File: config.mk
export PLATFORM = sky130hd
export DESIGN_NAME = sfm_streamer_lftovr_pad
export DESIGN_NICKNAME = d
export VERILOG_FILES = /design/src/rtl/sfm_pkg.sv /design/src/rtl/sfm_lftovr_mask_gen.sv /design/src/rtl/sfm_streamer_lftovr_pad.sv
export SDC_FILE = /design/constraint.sdc
export NUM_CORES = 1
export LEC_CHECK = 0
export BUFFER_PORTS_ARGS = -buffer_cell sky130_fd_sc_hd__buf_2
export CAP_MARGIN = 20
export CORE_AREA = 2 2 285 287
export CTS_CLUSTER_DIAMETER = 30
export DETAILED_ROUTE_END_ITERATION = 8
export DIE_AREA = 0 0 287 289
export GPL_ROUTABILITY_DRIVEN = 0
export PLACE_DENSITY = 0.4
export SLEW_MARGIN = 20
export SYNTH_ARGS = -nofsm -noshare
export SYNTH_HDL_FRONTEND = slang
export SYNTH_SLANG_ARGS = --single-unit
File: constraint.sdc
create_clock -name clk_i -period 4.3 [get_ports clk_i]
set_input_delay 0.43 -clock clk_i [delete_from_list [all_inputs] [get_ports clk_i]]
set_output_delay 0.43 -clock clk_i [all_outputs]
set_load 0.02 [all_outputs]
File: src/rtl/sfm_pkg.sv
`default_nettype none
// ============================================================================
//  Module      : sfm_pkg
//  Description : Shared types and constants for the softmax streamer blocks.
//  Revision    : 1.0
// ============================================================================
package sfm_pkg;

    localparam int unsigned SFM_DATA_W = 288;
    localparam logic [15:0] SFM_PAD_FP16_NINF = 16'hFC00;

    typedef enum logic [1:0] {
        LP_IDLE = 2'd0,
        LP_RUN  = 2'd1,
        LP_LAST = 2'd2
    } sfm_lftovr_pad_state_t;

    typedef struct packed {
        logic [31:0] tot_len;
        logic [31:0] d0_len;
    } sfm_addressgen_ctrl_t;

    typedef struct packed {
        sfm_addressgen_ctrl_t addressgen_ctrl;
    } hci_streamer_ctrl_t;

endpackage
`default_nettype wire

File: src/rtl/sfm_lftovr_mask_gen.sv
`default_nettype none
// ============================================================================
//  Module      : sfm_lftovr_mask_gen
//  Description : Maps a leftover byte count to a byte mask (bit i set if i < lftovr).
//  Revision    : 1.0
// ============================================================================
module sfm_lftovr_mask_gen #(
    parameter int unsigned NB = 32,
    parameter int unsigned LW = 5
) (
    input  logic [LW-1:0] lftovr_i,
    output logic [NB-1:0] mask_o
);

    for (genvar i = 0; i < NB; i++) begin : g_mask
        localparam logic [LW-1:0] c_IDX = LW'(i);
        assign mask_o[i] = (lftovr_i > c_IDX);
    end

endmodule
`default_nettype wire

File: src/rtl/sfm_streamer_lftovr_pad.sv
`default_nettype none
// ============================================================================
//  Module      : sfm_streamer_lftovr_pad
//  Description : Load-stream beat counter that pads bytes beyond the leftover of
//                the final beat with a neutral element and pulses done.
//                Optional strobe checker: define SFM_LFTOVR_STRB_CHK_EN.
//  Revision    : 1.0
// ============================================================================
module sfm_streamer_lftovr_pad
    import sfm_pkg::*;
#(
    parameter int unsigned        DW      = SFM_DATA_W,
    parameter int unsigned        ELEM_W  = 16,
    parameter logic [ELEM_W-1:0]  PAD_VAL = SFM_PAD_FP16_NINF
) (
    input  logic                clk_i,
    input  logic                rst_i,
    input  logic                clear_i,
    input  hci_streamer_ctrl_t  stream_ctrl_i,
    input  logic                stream_i_valid,
    output logic                stream_i_ready,
    input  logic [DW-1:0]       stream_i_data,
    input  logic [DW/8-1:0]     stream_i_strb,
    output logic                stream_o_valid,
    input  logic                stream_o_ready,
    output logic [DW-1:0]       stream_o_data,
    output logic [DW/8-1:0]     stream_o_strb,
    output logic                busy_o,
    output logic                done_o,
    output logic                strb_err_o
);

    localparam int unsigned c_ACTUAL_DW = DW - 32;
    localparam int unsigned c_NB        = c_ACTUAL_DW / 8;
    localparam int unsigned c_EB        = ELEM_W / 8;
    localparam int unsigned c_LW        = $clog2(c_NB);

    sfm_lftovr_pad_state_t r_state, w_state_nxt;
    logic [31:0]            r_cnt;
    logic                   r_out_valid;
    logic [c_ACTUAL_DW-1:0] r_data;

    logic [31:0]            w_tot_len;
    logic [c_LW-1:0]        w_lftovr;
    logic                   w_is_lftovr;
    logic                   w_len_nz;
    logic                   w_last_in;
    logic                   w_pad_en;
    logic                   w_hs_in;
    logic                   w_hs_out;
    logic [c_NB-1:0]        w_mask;
    logic [c_ACTUAL_DW-1:0] w_pad_data;

    assign w_tot_len   = stream_ctrl_i.addressgen_ctrl.tot_len;
    assign w_lftovr    = stream_ctrl_i.addressgen_ctrl.d0_len[c_LW-1:0];
    assign w_is_lftovr = |w_lftovr;
    assign w_len_nz    = |w_tot_len;
    // With tot_len==0 the compare target wraps to all-ones, which cnt never reaches.
    assign w_last_in   = (r_cnt == (w_tot_len - 32'd1));
    assign w_pad_en    = w_last_in & w_is_lftovr;

    assign stream_i_ready = (~r_out_valid | stream_o_ready) & (r_state != LP_LAST);
    assign w_hs_in        = stream_i_valid & stream_i_ready;
    assign w_hs_out       = r_out_valid & stream_o_ready;

    sfm_lftovr_mask_gen #(
        .NB (c_NB),
        .LW (c_LW)
    ) u_mask_gen (
        .lftovr_i (w_lftovr),
        .mask_o   (w_mask)
    );

    for (genvar i = 0; i < c_NB; i++) begin : g_pad
        assign w_pad_data[i*8 +: 8] = (w_pad_en & ~w_mask[i]) ? PAD_VAL[(i % c_EB)*8 +: 8]
                                                              : stream_i_data[i*8 +: 8];
    end

    always_comb begin
        w_state_nxt = r_state;
        case (r_state)
            LP_IDLE: if (w_hs_in & w_len_nz) w_state_nxt = w_last_in ? LP_LAST : LP_RUN;
            LP_RUN:  if (w_hs_in & w_last_in) w_state_nxt = LP_LAST;
            LP_LAST: if (w_hs_out) w_state_nxt = LP_IDLE;
            default: w_state_nxt = LP_IDLE;
        endcase
    end

    always_ff @(posedge clk_i) begin
        if (rst_i | clear_i) begin
            r_state     <= LP_IDLE;
            r_cnt       <= 32'd0;
            r_out_valid <= 1'b0;
            r_data      <= '0;
        end else begin
            r_state <= w_state_nxt;
            if ((r_state == LP_LAST) & w_hs_out) begin
                r_cnt <= 32'd0;
            end else if (w_hs_in & w_len_nz) begin
                r_cnt <= r_cnt + 32'd1;
            end
            if (w_hs_in) begin
                r_out_valid <= 1'b1;
                r_data      <= w_pad_data;
            end else if (w_hs_out) begin
                r_out_valid <= 1'b0;
            end
        end
    end

    assign stream_o_valid = r_out_valid;
    assign stream_o_data  = {32'b0, r_data};
    assign stream_o_strb  = {{(DW/8 - c_NB){1'b0}}, {c_NB{1'b1}}};
    assign busy_o         = (r_state != LP_IDLE);
    assign done_o         = (r_state == LP_LAST) & w_hs_out;

`ifdef SFM_LFTOVR_STRB_CHK_EN
    logic [c_NB-1:0] w_strb_exp;
    logic            r_strb_err;
    logic            w_unused;

    assign w_strb_exp = w_pad_en ? w_mask : {c_NB{1'b1}};

    always_ff @(posedge clk_i) begin
        if (rst_i | clear_i) begin
            r_strb_err <= 1'b0;
        end else if (w_hs_in & (stream_i_strb[c_NB-1:0] != w_strb_exp)) begin
            r_strb_err <= 1'b1;
        end
    end

    assign strb_err_o = r_strb_err;
    assign w_unused   = ^{stream_i_data[DW-1:c_ACTUAL_DW], stream_i_strb[DW/8-1:c_NB],
                          stream_ctrl_i.addressgen_ctrl.d0_len[31:c_LW]};
`else
    logic w_unused;

    assign strb_err_o = 1'b0;
    assign w_unused   = ^{stream_i_data[DW-1:c_ACTUAL_DW], stream_i_strb,
                          stream_ctrl_i.addressgen_ctrl.d0_len[31:c_LW]};
`endif

endmodule
`default_nettype wire

==> out/qor.txt, run 1 <==
WHS - 0.05699 ns
area grow syn2layout - 60.72%
Least-Margin Pin Slew - 1.103 ns
power per cell area - 517.5 nW/um2
most frequent cells in the layout - buf_2 (557), dfxtp_1 (291), nor2_1 (152)
switch share - 23.94%
Max clock buf depth - 3
Hold Path Sink - r_data[201]
CP startpoint kind - input port
Leak - 8.662 nW
filler instances - 8,748
wire per inst - 17.81 um
initial antenna violation count - 9
reg2reg end - r_data[75]
setup TNS - 0 ns
clk_skew - 0.04362 ns
Main synth FF type - dfxtp_1
Rows - 104
Die Area - 82,940 um2
TritonRoute pass-1 iters - 5
Via density - 4.168
clock power share - 64.5%
Detailed Route WL - 56,240 um
Slew Limit Fails - 0
delay-heaviest family, CP - simple AND/OR/NAND/NOR gates
Routed Antenna Nets - 0
NetSw - 2.467 mW
Overflow after GRT - 0
Initial DRC Count - 496
worst min-delay path class - input port to flip-flop
fmax - 285.7 MHz
die outline height - 289 um
vias in the first global route - 13,195
Post-Syn Area - 12,390 um2
Seq pwr share - 27.6%
Initial Util - 15.51%
Internal - 7.839 mW
CP cell instances - buf_2 > or4_1 > nor4b_1 > o2111ai_1 > a22o_1 > or4b_1 > nor4_4 > buf_4 > nand3_1 > buf_4 > a32o_1
final critical-path share of the clock period - 81.40%
most common cell after layout, fill and taps aside - buf_2
Clock Sinks - 291
Crit. End Element - flip-flop
worst-path fanout max - 8
CTS H-tree depth - 3
IR drop worst, VDD - 0.3035 mV
CP arrival - 3.98 ns
min-delay src - stream_i_data[201]
Synth cell types - 61
Hold Path Depth - 2
post-CTS sizing - 0
RSZ-0062 raised after global routing - false
Root Driver - clkbuf_16
largest net degree at the start of global routing - 143
Synth Warn # - 0
Vias - 13,163
Die W - 287 um
Final Critical Period - 3.500 ns
Buf+Inv Stages, Crit Path - 3
Top Ports - 722
clk slew on worst S/H paths - 0.04 ns
share of flip-flops with an asynchronous set or reset - 0%
final number of hold-violating endpoints - 0
sequential area share after synthesis - 47.01%
flop2flop setup slack - 0.96 ns
TritonCTS clock tree - yes
final setup violation count - 0
Worst-Skew Late Latency - 0.63 ns
Core Box Area - 79,900 um2
slowest cell on the critical path - or4_1
R2R depth - 10
Nets - 2,424
first-pass GRT wire length - 80,960 um
fraction of layout cells with a size suffix above 1 - 37.14%
reg2reg start - r_cnt[24]
cts bufs inserted - 83
Synth Instances - 1,382
Max Cap Viol - 0
Required @ worst endpoint - 4.78 ns
post-synthesis average cell area - 8.967 um2
port buffer count - 557
Setup Fix Bufs, Post-CTS - 0
outcome - finished, final reports clean
flops & latches, synth - 291
Setup CP Type - input port to flip-flop
Tot GR Track Use - 12.82%
CP dominant cell by count - buf_4
Combinational Power Share - 7.8%
max_slew headroom - 26.47%
crit-path max cell delay - 0.70 ns
DPL Wire Length - 42,240 um
number of synthesized flops with an enable pin - 0
DRC violations left - 0
## power by group through the flow
| stage | Clock, mW | Combinational [mW] | Sequential (mW) |
|---|---|---|---|
| CTS | 6.83 | 0.815 | 2.85 |
| global placement | 0 | 0.774 | 2.89 |
| floorplan | 0 | 0.360 | 3.00 |
| detailed placement | 0 | 0.779 | 2.89 |
| finish | 6.65 | 0.806 | 2.85 |
| global route | 6.99 | 0.879 | 2.86 |
## synthesized netlist by cell type (all sizes together) (22+ instances only)
library cell | instances | share of area [%]
nand2 | 94 | 2.8
or3 | 22 | 1.1
xnor2 | 29 | 2.0
a21oi | 112 | 4.5
nor2 | 156 | 4.7
buf | 72 | 4.3
nor3 | 23 | 0.97
o21ai | 121 | 4.9
xor2 | 31 | 2.2
a32o | 126 | 10
dfxtp | 291 | 47
nand3 | 34 | 1.4
clkbuf | 88 | 2.7
## per-layer routing
| metal | track usage, % | routed length (um) |
|---|---|---|
| met5 | 0 | 40 |
| met4 | 5.833 | 1876 |
| met3 | 4.024 | 4383 |
| met2 | 21.60 | 27060 |
| met1 | 14.85 | 22880 |
## sequential cells by signal, summed over array words and instances, names as in the netlist
name and flops:
r_cnt 32, r_data 256, r_state 2, stream_o_valid 1
## worst max path at each step
stage,cells past startpoint,endpoint,slack (ns),from
2_1_floorplan,11,r_data[200],0.55,stream_ctrl_i[32]
3_3_place_gp,10,r_data[168],0.20,stream_ctrl_i[37]
3_5_place_dp,10,r_data[168],0.17,stream_ctrl_i[37]
4_1_cts,10,r_data[169],0.83,stream_ctrl_i[37]
5_1_grt,11,r_data[80],0.59,stream_ctrl_i[37]
6_report,11,r_data[65],0.80,stream_ctrl_i[37]
## layout make-up
class | instances | area, um2 | area share, %
Tap cell | 1060 | 1326 | 6.659
Antenna cell | 3 | 7.507 | 0.03769
Sequential cell | 291 | 5826 | 29.25
Inverter | 11 | 41.29 | 0.2073
Clock inverter | 39 | 716.9 | 3.600
Timing Repair Buffer | 655 | 3671 | 18.43
Multi-Input combinational cell | 987 | 5972 | 29.98
Clock buffer | 112 | 2356 | 11.83
## cells by family after synthesis
kind of cell               after synthesis  share of synthesized area, %
and+or+nand+nor                        430                         17.02
AOI/OAI and AO/OA                      415                         23.14
DFF                                    291                         47.01
buffers and inverters                  171                         7.310
xor gates and xnor gates                61                         4.432
muxes                                   10                        0.8179
adders and majority gates                2                        0.2019
other                                    2                       0.06060
## metrics by stage
step | std cells | util (%) | setup WS [ns] | power, mW | cell area [um2]
detailed placement | 2960 | 20.52 | 0.1660 | 3.672 | 16400
CTS | 3155 | 24.92 | 0.8329 | 10.49 | 19910
floorplan | 1449 | - | 0.5465 | 3.360 | 12640
global placement | 2960 | 20.52 | 0.2008 | 3.663 | 16400
global route | 3155 | 24.92 | 0.5860 | 10.72 | 19910
finish | 3158 | 24.93 | 0.7996 | 10.31 | 19920
## repair_timing
item | CTS | global route
endpoints found under the setup margin | 0 | 0
hold buffers | 44 | 0
endpoints found under the hold margin | 44 | 0
Note: power is estimated with default switching activity, not from simulation.
==> run 2, diff against run 1 <==
--- a/config.mk
+++ b/config.mk
@@ -12,7 +12,7 @@
 export DETAILED_ROUTE_END_ITERATION = 8
 export DIE_AREA = 0 0 287 289
 export GPL_ROUTABILITY_DRIVEN = 0
-export PLACE_DENSITY = 0.4
+export PLACE_DENSITY = 0.41
 export SLEW_MARGIN = 20
 export SYNTH_ARGS = -nofsm -noshare
 export SYNTH_HDL_FRONTEND = slang
==> constraint.sdc (replaced) <==
create_clock -name clk_i -period 3 [get_ports clk_i]
set_input_delay 0.3 -clock clk_i [delete_from_list [all_inputs] [get_ports clk_i]]
set_output_delay 0.3 -clock clk_i [all_outputs]
set_load 0.02 [all_outputs]
==> run 2 against run 1 <==
Against the previous run: final cell count grew 9.7%; non-clock buffer count grew 303; sequential power grew 44%; final area grew 17%; wire length grew 5.6%; via count grew 9.9%; power grew 44%.
==> out/qor.txt, run 2 (synthesis results as in run 1) <==
final critical-path share of the clock period - 97.56%
power per cell area - 641.7 nW/um2 (was 517.5 nW/um2)
largest net degree at the start of global routing - 111 (was 143)
cts bufs inserted - 85 (was 83)
reg2reg end - r_data[84] (was r_data[75])
PnR worst setup slack - 0.07315 ns (was 0.7996 ns)
Routed Antenna Nets - 0 (unchanged)
Detailed Route WL - 59,380 um (was 56,240 um)
DPL Wire Length - 44,210 um (was 42,240 um)
Least-Margin Pin Slew - 0.9424 ns (was 1.103 ns)
reg2reg start - r_cnt[14] (was r_cnt[24])
Top Ports - 722 (unchanged)
Via density - 4.177 (was 4.168)
Final Critical Period - 2.927 ns
Buf+Inv Stages, Crit Path - 5 (was 3)
Crit. End Element - flip-flop (unchanged)
Nets - 2,729 (was 2,424)
worst min-delay path class - input port to flip-flop (unchanged)
delay-heaviest family, CP - simple AND/OR/NAND/NOR gates (unchanged)
min-delay src - stream_i_data[56] (was stream_i_data[201])
crit-path max cell delay - 0.59 ns (was 0.70 ns)
Vias - 14,468 (was 13,163)
Final Core Density - 29.04% (was 24.93%)
flop2flop setup slack - 0.15 ns (was 0.96 ns)
TritonRoute pass-1 iters - 5 (unchanged)
Rows - 104 (unchanged)
fin cells - 3,464 (was 3,158)
DRC violations left - 0 (unchanged)
critical path depth - 13 (was 11)
Die W - 287 um (unchanged)
Worst-Skew Late Latency - 0.65 ns (was 0.63 ns)
Biggest register - r_data (unchanged)
CP cell instances - buf_2 > or4_4 > buf_6 > nor4_4 > mux2i_1 > nor4bb_2 > nand4b_1 > buf_6 > nor4_4 > buf_12 > nand3_4 > buf_12 > a32o_1 (was buf_2 > or4_1 > nor4b_1 > o2111ai_1 > a22o_1 > or4b_1 > nor4_4 > buf_4 > nand3_1 > buf_4 > a32o_1)
Root Driver - clkbuf_16 (unchanged)
most frequent cells in the layout - buf_2 (557), dfxtp_1 (288), dlygate4sd3_1 (255) (was buf_2 (557), dfxtp_1 (291), nor2_1 (152))
die outline height - 289 um (unchanged)
Die Area - 82,940 um2 (unchanged)
Setup crit end - r_data[84] (was r_data[65])
Required @ worst endpoint - 3.49 ns (was 4.78 ns)
DP Cell Count - 3,050 (was 2,960)
pre-CTS setup slack - -0.6796 ns (was 0.1660 ns)
initial antenna violation count - 7 (was 9)
setup TNS - 0 ns (unchanged)
most common cell after layout, fill and taps aside - buf_2 (unchanged)
CP startpoint kind - input port (unchanged)
port buffer count - 557 (unchanged)
final setup violation count - 0 (unchanged)
Clock Sinks - 291 (unchanged)
max FFs per register - 256 (unchanged)
Largest regs - r_data (256), r_cnt (32), r_state (2) (unchanged)
worst-path fanout max - 8 (unchanged)
Max Cap Viol - 0 (unchanged)
final number of hold-violating endpoints - 0 (unchanged)
CTS H-tree depth - 3 (unchanged)
CP arrival - 3.42 ns (was 3.98 ns)
Core Box Area - 79,900 um2 (unchanged)
Max clock buf depth - 3 (unchanged)
first-pass GRT wire length - 86,510 um (was 80,960 um)
IR drop worst, VDD - 0.3972 mV (was 0.3035 mV)
filler instances - 8,450 (was 8,748)
Initial DRC Count - 578 (was 496)
area grow syn2layout - 87.27% (was 60.72%)
max_slew headroom - 36.69% (was 26.47%)
Tot GR Track Use - 13.56% (was 12.82%)
WHS - 0.1811 ns (was 0.05699 ns)
fraction of layout cells with a size suffix above 1 - 37.97% (was 37.14%)
clk slew on worst S/H paths - 0.04 ns (about the same)
vias in the first global route - 14,747 (was 13,195)
Overflow after GRT - 0 (unchanged)
Slew Limit Fails - 0 (unchanged)
R2R depth - 10 (unchanged)
fmax - 341.7 MHz
Setup CP Type - input port to flip-flop (unchanged)
outcome - finished, final reports clean (unchanged)
crit path from - stream_ctrl_i[35] (was stream_ctrl_i[37])
wire per inst - 17.14 um (was 17.81 um)
slowest cell on the critical path - or4_4 (was or4_1)
Leak - 10.13 nW (was 8.662 nW)
clk_skew - 0.04682 ns (was 0.04362 ns)
TritonCTS clock tree - yes (unchanged)
Initial Util - 15.51% (unchanged)
## run 2: cell count changes in the layout (fill, tap and decap cells not counted), moves of 5 or more
cell           delta
buf_12           +15
nor4_4            +5
dlygate4sd3_1   +211
clkinv_2          +5
nand3_4           +6
buf_4            +73
nand3_2          +11
nand3_1          -17
## run 2: layout make-up
class | instances | area (um2) | area share (%)
antenna | 2 | 5.005 | 0.02157
timing repair buffer | 958 | 6676 | 28.77
tap | 1060 | 1326 | 5.715
sequential | 291 | 5829 | 25.12
multi-input combinational | 987 | 6294 | 27.12
clock inverter | 41 | 668.1 | 2.879
clock buffer | 114 | 2366 | 10.20
inverter | 11 | 41.29 | 0.1779
## run 2: worst min path at each step
stage                  end  slack (ns)  cells past startpoint
2_1_floorplan   r_state[0]        0.43                      1
3_3_place_gp   r_data[118]        0.43                      2
3_5_place_dp   r_data[118]        0.44                      2
4_1_cts         r_data[57]        0.14                      4
5_1_grt         r_data[57]        0.17                      4
6_report        r_data[56]        0.18                      4
## run 2: timing repair
action | 4_1_cts | 5_1_grt
endpoints found under the hold margin | 255 | 0
gates resized for setup | 2 | 18
setup buffers | 0 | 3
pin swaps | 0 | 11
endpoints found under the setup margin | 11 | 236
hold buffers | 255 | 0
## run 2: tightest hold or removal path: stages
cell and delay (ns):
buf_2 0.12, and3_1 0.17, o21ai_0 0.09, a21oi_1 0.06
## run 2: metal layers
| metal | share of wire, % | wire length (um) | track usage [%] |
|---|---|---|---|
| met1 | 42 | 24910 | 16.17 |
| met4 | 3.6 | 2142 | 6.706 |
| met2 | 47 | 28210 | 22.54 |
| met3 | 6.9 | 4113 | 3.606 |
| met5 | 0.022 | 13 | 0 |
## run 2: report_power, final
| part | switching, mW | internal, mW | total (mW) |
|---|---|---|---|
| sequential | 0.0698 | 4.02 | 4.09 |
| combinational | 0.823 | 0.676 | 1.50 |
| clock | 2.83 | 6.48 | 9.31 |
| total | 3.72 | 11.2 | 14.9 |
## run 2: through the flow
stage / power, mW / instance area [um2]
final: 14.89 / 23210
after global routing: 15.44 / 23200
after CTS: 15.09 / 23090
after detailed placement: 5.376 / 17490
after global placement: 5.366 / 17490
after floorplan: 4.830 / 12930
